## src/rtl/uart_rx_controller.sv

```systemverilog
// UART receiver front end: acks every byte and buffers good bytes in a FWFT FIFO.
// Ack rises one edge after rxSent. Bytes that arrive with the FIFO full are counted as overflow and dropped.
`timescale 1ns/1ps
module uart_rx_controller #(
  parameter int DEPTH  = 4,
  parameter int ADDR_W = 2,
  parameter int CNT_W  = 8
) (
  input  logic              clk,
  input  logic              rst_n,
  input  logic [7:0]        rxData,
  input  logic              rxSent,
  input  logic [3:0]        rxError,
  output logic              rxRecieved,
  input  logic              rdEn,
  output logic [7:0]        rdData,
  output logic              empty,
  output logic              full,
  output logic [ADDR_W:0]   level,
  output logic [CNT_W-1:0]  parityErrCnt,
  output logic [CNT_W-1:0]  frameErrCnt,
  output logic [CNT_W-1:0]  overflowCnt,
  input  logic              clrCnt
);

  localparam logic [1:0]      ST_IDLE  = 2'd0;
  localparam logic [1:0]      ST_ACK   = 2'd1;
  localparam logic [ADDR_W:0] LVL_FULL = (ADDR_W+1)'(DEPTH);

  logic [1:0]        r_state;
  logic              r_ack;
  logic [7:0]        r_mem [DEPTH];
  logic [ADDR_W-1:0] r_wr_ptr;
  logic [ADDR_W-1:0] r_rd_ptr;
  logic [ADDR_W:0]   r_level;
  logic [3:0]        r_prev_err;
  logic [CNT_W-1:0]  r_par_cnt;
  logic [CNT_W-1:0]  r_frm_cnt;
  logic [CNT_W-1:0]  r_ovf_cnt;

  logic w_full, w_empty, w_capture, w_slot, w_push, w_drop, w_pop;
  logic w_err_evt, w_par_evt, w_frm_evt;

  assign w_full    = (r_level == LVL_FULL);
  assign w_empty   = (r_level == '0);
  assign w_capture = (r_state == ST_IDLE) && rxSent;
  // A full FIFO still accepts when the consumer pops on the same edge.
  assign w_slot    = !w_full || rdEn;
  assign w_push    = w_capture && w_slot;
  assign w_drop    = w_capture && !w_slot;
  assign w_pop     = rdEn && !w_empty;
  assign w_err_evt = (rxError != 4'd0) && (rxError != r_prev_err);
  assign w_par_evt = w_err_evt && (rxError == 4'd1);
  assign w_frm_evt = w_err_evt && (rxError == 4'd2);

  function automatic logic [CNT_W-1:0] sat_inc(input logic [CNT_W-1:0] v);
    return (v == '1) ? v : v + 1'b1;
  endfunction

  always_ff @(posedge clk) begin
    if (!rst_n) begin
      r_state <= ST_IDLE;
      r_ack   <= 1'b0;
    end else begin
      case (r_state)
        ST_IDLE: if (rxSent) begin
          r_state <= ST_ACK;
          r_ack   <= 1'b1;
        end
        ST_ACK: if (!rxSent) begin
          r_state <= ST_IDLE;
          r_ack   <= 1'b0;
        end
        default: begin
          r_state <= ST_IDLE;
          r_ack   <= 1'b0;
        end
      endcase
    end
  end

  always_ff @(posedge clk) begin
    if (rst_n && w_push) r_mem[r_wr_ptr] <= rxData;
  end

  always_ff @(posedge clk) begin
    if (!rst_n) begin
      r_wr_ptr <= '0;
      r_rd_ptr <= '0;
      r_level  <= '0;
    end else begin
      if (w_push) r_wr_ptr <= r_wr_ptr + 1'b1;
      if (w_pop)  r_rd_ptr <= r_rd_ptr + 1'b1;
      case ({w_push, w_pop})
        2'b10:   r_level <= r_level + 1'b1;
        2'b01:   r_level <= r_level - 1'b1;
        default: r_level <= r_level;
      endcase
    end
  end

  always_ff @(posedge clk) begin
    if (!rst_n) begin
      r_prev_err <= '0;
      r_par_cnt  <= '0;
      r_frm_cnt  <= '0;
      r_ovf_cnt  <= '0;
    end else begin
      r_prev_err <= rxError;
      if (clrCnt) begin
        r_par_cnt <= '0;
        r_frm_cnt <= '0;
        r_ovf_cnt <= '0;
      end else begin
        if (w_par_evt) r_par_cnt <= sat_inc(r_par_cnt);
        if (w_frm_evt) r_frm_cnt <= sat_inc(r_frm_cnt);
        if (w_drop)    r_ovf_cnt <= sat_inc(r_ovf_cnt);
      end
    end
  end

  assign rxRecieved   = r_ack;
  assign rdData       = r_mem[r_rd_ptr];
  assign empty        = w_empty;
  assign full         = w_full;
  assign level        = r_level;
  assign parityErrCnt = r_par_cnt;
  assign frameErrCnt  = r_frm_cnt;
  assign overflowCnt  = r_ovf_cnt;

endmodule

```

## config.mk

```make
export PLATFORM = sky130hd
export DESIGN_NAME = uart_rx_controller
export DESIGN_NICKNAME = d
export VERILOG_FILES = /design/src/rtl/uart_rx_controller.sv
export SDC_FILE = /design/constraint.sdc
export NUM_CORES = 1
export LEC_CHECK = 0
export BUFFER_PORTS_ARGS = -buffer_cell sky130_fd_sc_hd__buf_2
export CAP_MARGIN = 20
export CORE_ASPECT_RATIO = 0.8
export CORE_MARGIN = 1.5
export CORE_UTILIZATION = 40
export CTS_CLUSTER_DIAMETER = 100
export DETAILED_ROUTE_END_ITERATION = 10
export GPL_ROUTABILITY_DRIVEN = 0
export HOLD_SLACK_MARGIN = 0.08
export SLEW_MARGIN = 40
export SYNTH_ARGS = -nofsm -noshare
export SYNTH_HDL_FRONTEND = slang
export SYNTH_SLANG_ARGS = --single-unit
```

## constraint.sdc

```tcl
create_clock -name clk -period 4.25 [get_ports clk]
set_clock_uncertainty 0.15 [all_clocks]
set_input_delay 0 -clock clk [delete_from_list [all_inputs] [get_ports clk]]
set_output_delay 0 -clock clk [all_outputs]
set_load 0.01 [all_outputs]
```

# After elaboration in Yosys (flattened, before gate mapping)
# Memory sizes are Yosys's and may differ from the RTL's. A register that Yosys moved wholly into a read port is not among the register bits.
# Index checks and enable logic that the tools add are counted.
# totals
ramBits	32
register_bits	38
memories	1
wordCells	65
latch_bits	0
inputBits	17
mem_bits_ro	0
# memory_table
memory	words	word_bits	rd	rd_clocked_by_memory_dff	write_ports	line	text
r_mem	4	8	1	1	1	32	logic [7:0] r_mem [DEPTH];
# classes
addsub	7
n_reduce_logical	21
shift	0
muxes	11
order_cmp	0
bitwise	4
n_eq_ne	12
div_mod_pow	0
mul	0
# op_table
cell	n
adder 8 x 1 -> 8 bit (second input constant)	3
equality test 8 bit (second input constant)	3
logical AND 1 bit	8
2-to-1 mux 2 bit	4
AND reduction 2 bit	4
one-hot mux 3 bit (2 select lines)	1
adder 2 x 1 -> 2 bit (second input constant)	2
equality test 2 x 1 -> 1 bit (second input constant)	2
equality test 4 x 1 -> 1 bit (second input constant)	1
equality test 4 x 2 -> 1 bit (second input constant)	1
2-to-1 mux 1 bit	4
!= test 2 bit (second input constant)	2
!= test 4 bit	1
NOT 1 bit	4
one-hot mux 2 bit (2 select lines)	1
nonzero test 4 bit	1
adder 3 x 1 -> 3 bit (second input constant)	1
equality test 3 bit (second input constant)	1
logical NOT 1 bit	3
logical NOT 3 bit	1
subtractor 3 x 1 -> 3 bit (second input constant)	1
equality test 2 bit (second input constant)	1
logical NOT 2 bit	1
one-hot mux 1 bit (2 select lines)	1
other kinds (3)	3

# Depth between registers and ports, before layout
# depth
word_depth	7
mapped_depth	11
ltp_nobuf	10

# Worst setup path after synthesis
# No wires, ideal clock.
# synth_timing
kind	register to register
startpoint	register r_level[0], in the netlist level[0]
endpoint	register r_level[2], in the netlist level[2]
t_arrival_ns	2.503
setup_ns	0.076
required_time_ns	4.024
path_stages_with_launch	11
setup_slack_ns	1.521
cell_sequence	dfxtp_1 or4b_4 and2_2 clkbuf_1 inv_1 ha_1 inv_1 fa_1 xor2_1 or3_1 a21boi_0
# synth_via
elab_chain_len	6
word_cells_on_any_way	13
# synth_rtl
item	line	text
start: declaration	35	logic [ADDR_W:0] r_level;
start signal: assignment	95	2'b10: r_level <= r_level + 1'b1;
start signal: assignment	96	2'b01: r_level <= r_level - 1'b1;
start signal: assignment	97	default: r_level <= r_level;
equality test 3 bit	44	assign w_full = (r_level == LVL_FULL);
logical NOT 1 bit	48	assign w_slot = !w_full || rdEn;
logical OR 1 bit	48	
logical AND 1 bit	49	assign w_push = w_capture && w_slot;
equality test 2 x 1 -> 1 bit or equality test 2 bit (tied branches)	94	case ({w_push, w_pop})
one-hot mux 3 bit (2 select lines) or nonzero test 2 bit (tied branches)	n/a	
# Parallel ways exist; a longest one is shown, timed or not.
# A chain may end at the register's enable or synchronous reset.

# Worst setup path in the final report
# Same ends and word-level chain as after synthesis.

==> flow_summary_export.csv <==
group,metric,value,unit
worst_hold_path,min_path_type,"in -> reg",
worst_setup_path,path_max_fanout,7,
sta,hold_viol_final,0,
die,row_count,28,
logic_synthesis,synth_cell_types,48,
logic_synthesis,syn-num-nets,286,
worst_setup_path,cp_top_family,"simple AND/OR/NAND/NOR gates",
worst_hold_path,holdCritStartpoint,"rxData[1]",
clock_tree,post-cts-setup-buffers,0,
worst_setup_path,arrival,2830,ps
die,dieArea,0.00822,mm²
sta,rsz0062_at_grt,"no",
die,die_w,101,µm
worst_setup_path,critPathMaxStageDelay,560,ps
clock_tree,numCtsBuffers,9,
sta,setup_viol_count_final,0,
cells_and_area,fillers,672,
worst_setup_path,ff2ff_path_depth,9,
clock_tree,cts_tree,"yes",
clock_tree,clock_path_buffers,2,
run_status,status,"completed",
routing,viasPerCell,5.05,
cells_and_area,final_area,0.00391,mm²
logic_synthesis,synth_edf_count,32,
placed_design,dp_hpwl,4060,µm
cells_and_area,drive_gt1_share,26.1,%
routing,ant_nets,0,
cells_and_area,antenna-diode-count,0,
worst_hold_path,worstHoldPathCells,2,
grt,antenna_found_initial,0,
grt,grt_pass1_wl,9770,µm
sta,finalCritPeriodShare,63.8,%
routing,wl,6130,µm
power_and_ir_drop,powerDensity,468,mW/mm²
logic_synthesis,synth.most_common_cell,"dfxtp_1",
routing,drt_pass1_iterations,4,
worst_setup_path,path_cells,"or4b_4 -> and2_2 -> inv_1 -> ha_1 -> inv_1 -> fa_1 -> xor2_1 -> or3_1 -> a21boi_0",
logic_synthesis,synth_seq_cells,70,
clock_tree,cts_max_level,3,
clock_tree,path_clk_slew,70,ps
die,core_region_area,0.00743,mm²
sta,slew_violations,0,
worst_setup_path,slowest_stage,"or4b_4",
grt,grt_use_total,15.7,%
clock_tree,clock_sinks,70,
cells_and_area,nNetsFinal,363,
worst_setup_path,timing.rr.end,"level[2]",
power_and_ir_drop,leakage,1.47,nW
sta,fmax,369,MHz
worst_setup_path,cp-startpoint,"level[0]",
grt,grt_max_degree,23,
logic_synthesis,syn-cell-area,0.00307,mm²
worst_setup_path,start_kind,"flip-flop",
routing,drc,0,
placed_design,io_buffers,54,
logic_synthesis,ys_warn_count,0,
die,design.portCount,55,
logic_synthesis,synth.top_cell.area_share,31.3,%
placed_design,postPlaceCellArea,0.00346,mm²
logic_synthesis,yosys.area.top_type,"edfxtp_1",
sta,fin_setup_tns,0,ps
job,max_cap_viol_count,0,
logic_synthesis,synth-async-reset-ratio,0,%
routing,vias,2251,
clock_tree,insertion_delay,340,ps
routing,wire_per_inst,13.7,µm
grt,grt_pass1_vias,2075,
die,die_h,81.4,µm
logic_synthesis,seq_area_frac_synth,56.0,%
worst_setup_path,r2r_slack,1540,ps
worst_setup_path,endpoint_kind,"flip-flop",
logic_synthesis,ys_dominant_reg_cell,"dfxtp_1",
worst_setup_path,path_buf_inv,2,
logic_synthesis,syn_area_per_cell,11.9,µm²
sta,worst_pin_slew,645,ps
cells_and_area,fin_util,52.7,%
grt,overflow,0,
sta,period_needed,2710,ps
die,start_util,41.4,%
worst_setup_path,r2r_start,"level[0]",
routing,drt-initial-drc-count,93,
power_and_ir_drop,vdd_drop_max,0.000274,V
sta,whs,263,ps
worst_setup_path,required,4360,ps
logic_synthesis,synthTopCellsByCount,"dfxtp_1 (38), edfxtp_1 (32), a21oi_1 (15), nand2_1 (15)",
sta,slew_headroom,56.7,%
logic_synthesis,synthCells,259,
cells_and_area,areaGrowthSynthToFinish,27.3,%
worst_setup_path,critical_path_class,"reg -> reg",
worst_setup_path,crit_top_cell,"inv_1",
worst_hold_path,hold_path_end,"r_mem[2][1]",
clock_tree,cts_root_buffer,"clkbuf_8",
logic_synthesis,synthTopCellsByArea,"edfxtp_1 (31%), dfxtp_1 (25%), mux4_2 (5.9%)",
cell usage in the layout, fill, tap and decap left out, types with 2 or more instances in the layout:
cell | synthesis | final
buf_2 | 0 | 54
dfxtp_1 | 38 | 38
edfxtp_1 | 32 | 32
dlygate4sd3_1 | 0 | 20
a21oi_1 | 15 | 15
nand2_1 | 15 | 15
inv_1 | 11 | 11
and2_1 | 11 | 11
o21ai_0 | 10 | 10
nand3_1 | 9 | 9
ha_1 | 9 | 9
clkbuf_8 | 0 | 9
mux4_2 | 8 | 8
and3_1 | 8 | 8
or3_1 | 7 | 7
nor2_1 | 7 | 7
nor3_1 | 6 | 5
xor2_1 | 5 | 5
o31ai_1 | 6 | 5
or4_1 | 5 | 5
a31oi_1 | 5 | 5
xnor2_1 | 4 | 4
and4_1 | 3 | 3
nor4b_1 | 3 | 3
nand4_1 | 3 | 3
a41o_1 | 3 | 3
bufinv_16 | 0 | 3
or4b_1 | 2 | 2
o21a_1 | 2 | 2
o41ai_1 | 2 | 2
mux2i_1 | 2 | 2
a21boi_0 | 2 | 2
clkinvlp_4 | 0 | 2
clkinv_4 | 0 | 2
final cells by class:
cell class	instances	area [µm²]	area share, %
clock buffers	9	124	3.17
well taps	105	131	3.36
multi-input cells	170	1300	33.2
clock inverters	7	123	3.14
flip-flops and latches	70	1720	44.0
repair buffers	74	470	12.0
inverters	11	41.3	1.06
metrics by stage:
stage,worst slack [ps],power (mW),cells
2_1_floorplan,1520,1.07,259
3_3_place_gp,1590,1.18,410
3_5_place_dp,1550,1.19,410
4_1_cts,1520,1.86,446
5_1_grt,1380,1.93,446
6_report,1540,1.83,446
timing repair:
item	4_1_cts	5_1_grt
hold buffers	20	0
endpoints found under the setup margin	0	0
resized for setup	0	0
endpoints found under the hold margin	60	0
power breakdown:
group          switching [mW]  leakage, nW  total, mW  internal [mW]
clock network           0.255        0.116      0.646          0.391
logic                   0.169        0.760      0.361          0.192
registers              0.0624        0.598      0.824          0.762
total                   0.487         1.47       1.83           1.34
metal layers:
layer | up-vias | wire length [µm] | track usage (%)
met5 | - | 0 | 0
met4 | 0 | 51 | 4.17
met3 | 5 | 233 | 5.51
met2 | 41 | 2780 | 24.9
met1 | 1064 | 3060 | 20.5
li1 | 1141 | - | -
kinds of logic (layout without fill, tap and decap cells):
kind of cell	count (synthesis)	count (layout)	share of synthesized area, %
AO/OA/AOI/OAI	51	51	10.7
XOR/XNOR	9	9	2.56
adder cells (fa/ha/maj)	10	10	4.32
buffers and inverters	19	101	2.32
flip-flops	70	70	56.0
multiplexers	10	10	6.51
AND/OR/NAND/NOR	90	90	17.5
worst max-delay path by stage:
stage               cells after the start  slack [ps]        to
floorplan                              10        1520  level[2]
detailed placement                      9        1550  level[2]
global route                            9        1380  level[2]
global placement                        9        1590  level[2]
finish                                  9        1540  level[2]
CTS                                     9        1520  level[2]
flip-flops by register name, indices dropped and copies added (netlist names), 2 cells and up, named ones only:
name	count
r_wr_ptr	2
r_mem	32
parityErrCnt	8
r_rd_ptr	2
frameErrCnt	8
level	3
overflowCnt	8
r_prev_err	4
worst reg2reg max path: stages, from the launching register on:
cell and delay [ps]:
dfxtp_1 370, or4b_4 560, and2_2 250, inv_1 90, ha_1 180, inv_1 60
fa_1 370, xor2_1 160, or3_1 300, a21boi_0 160
(Power assumes the default switching activity.)
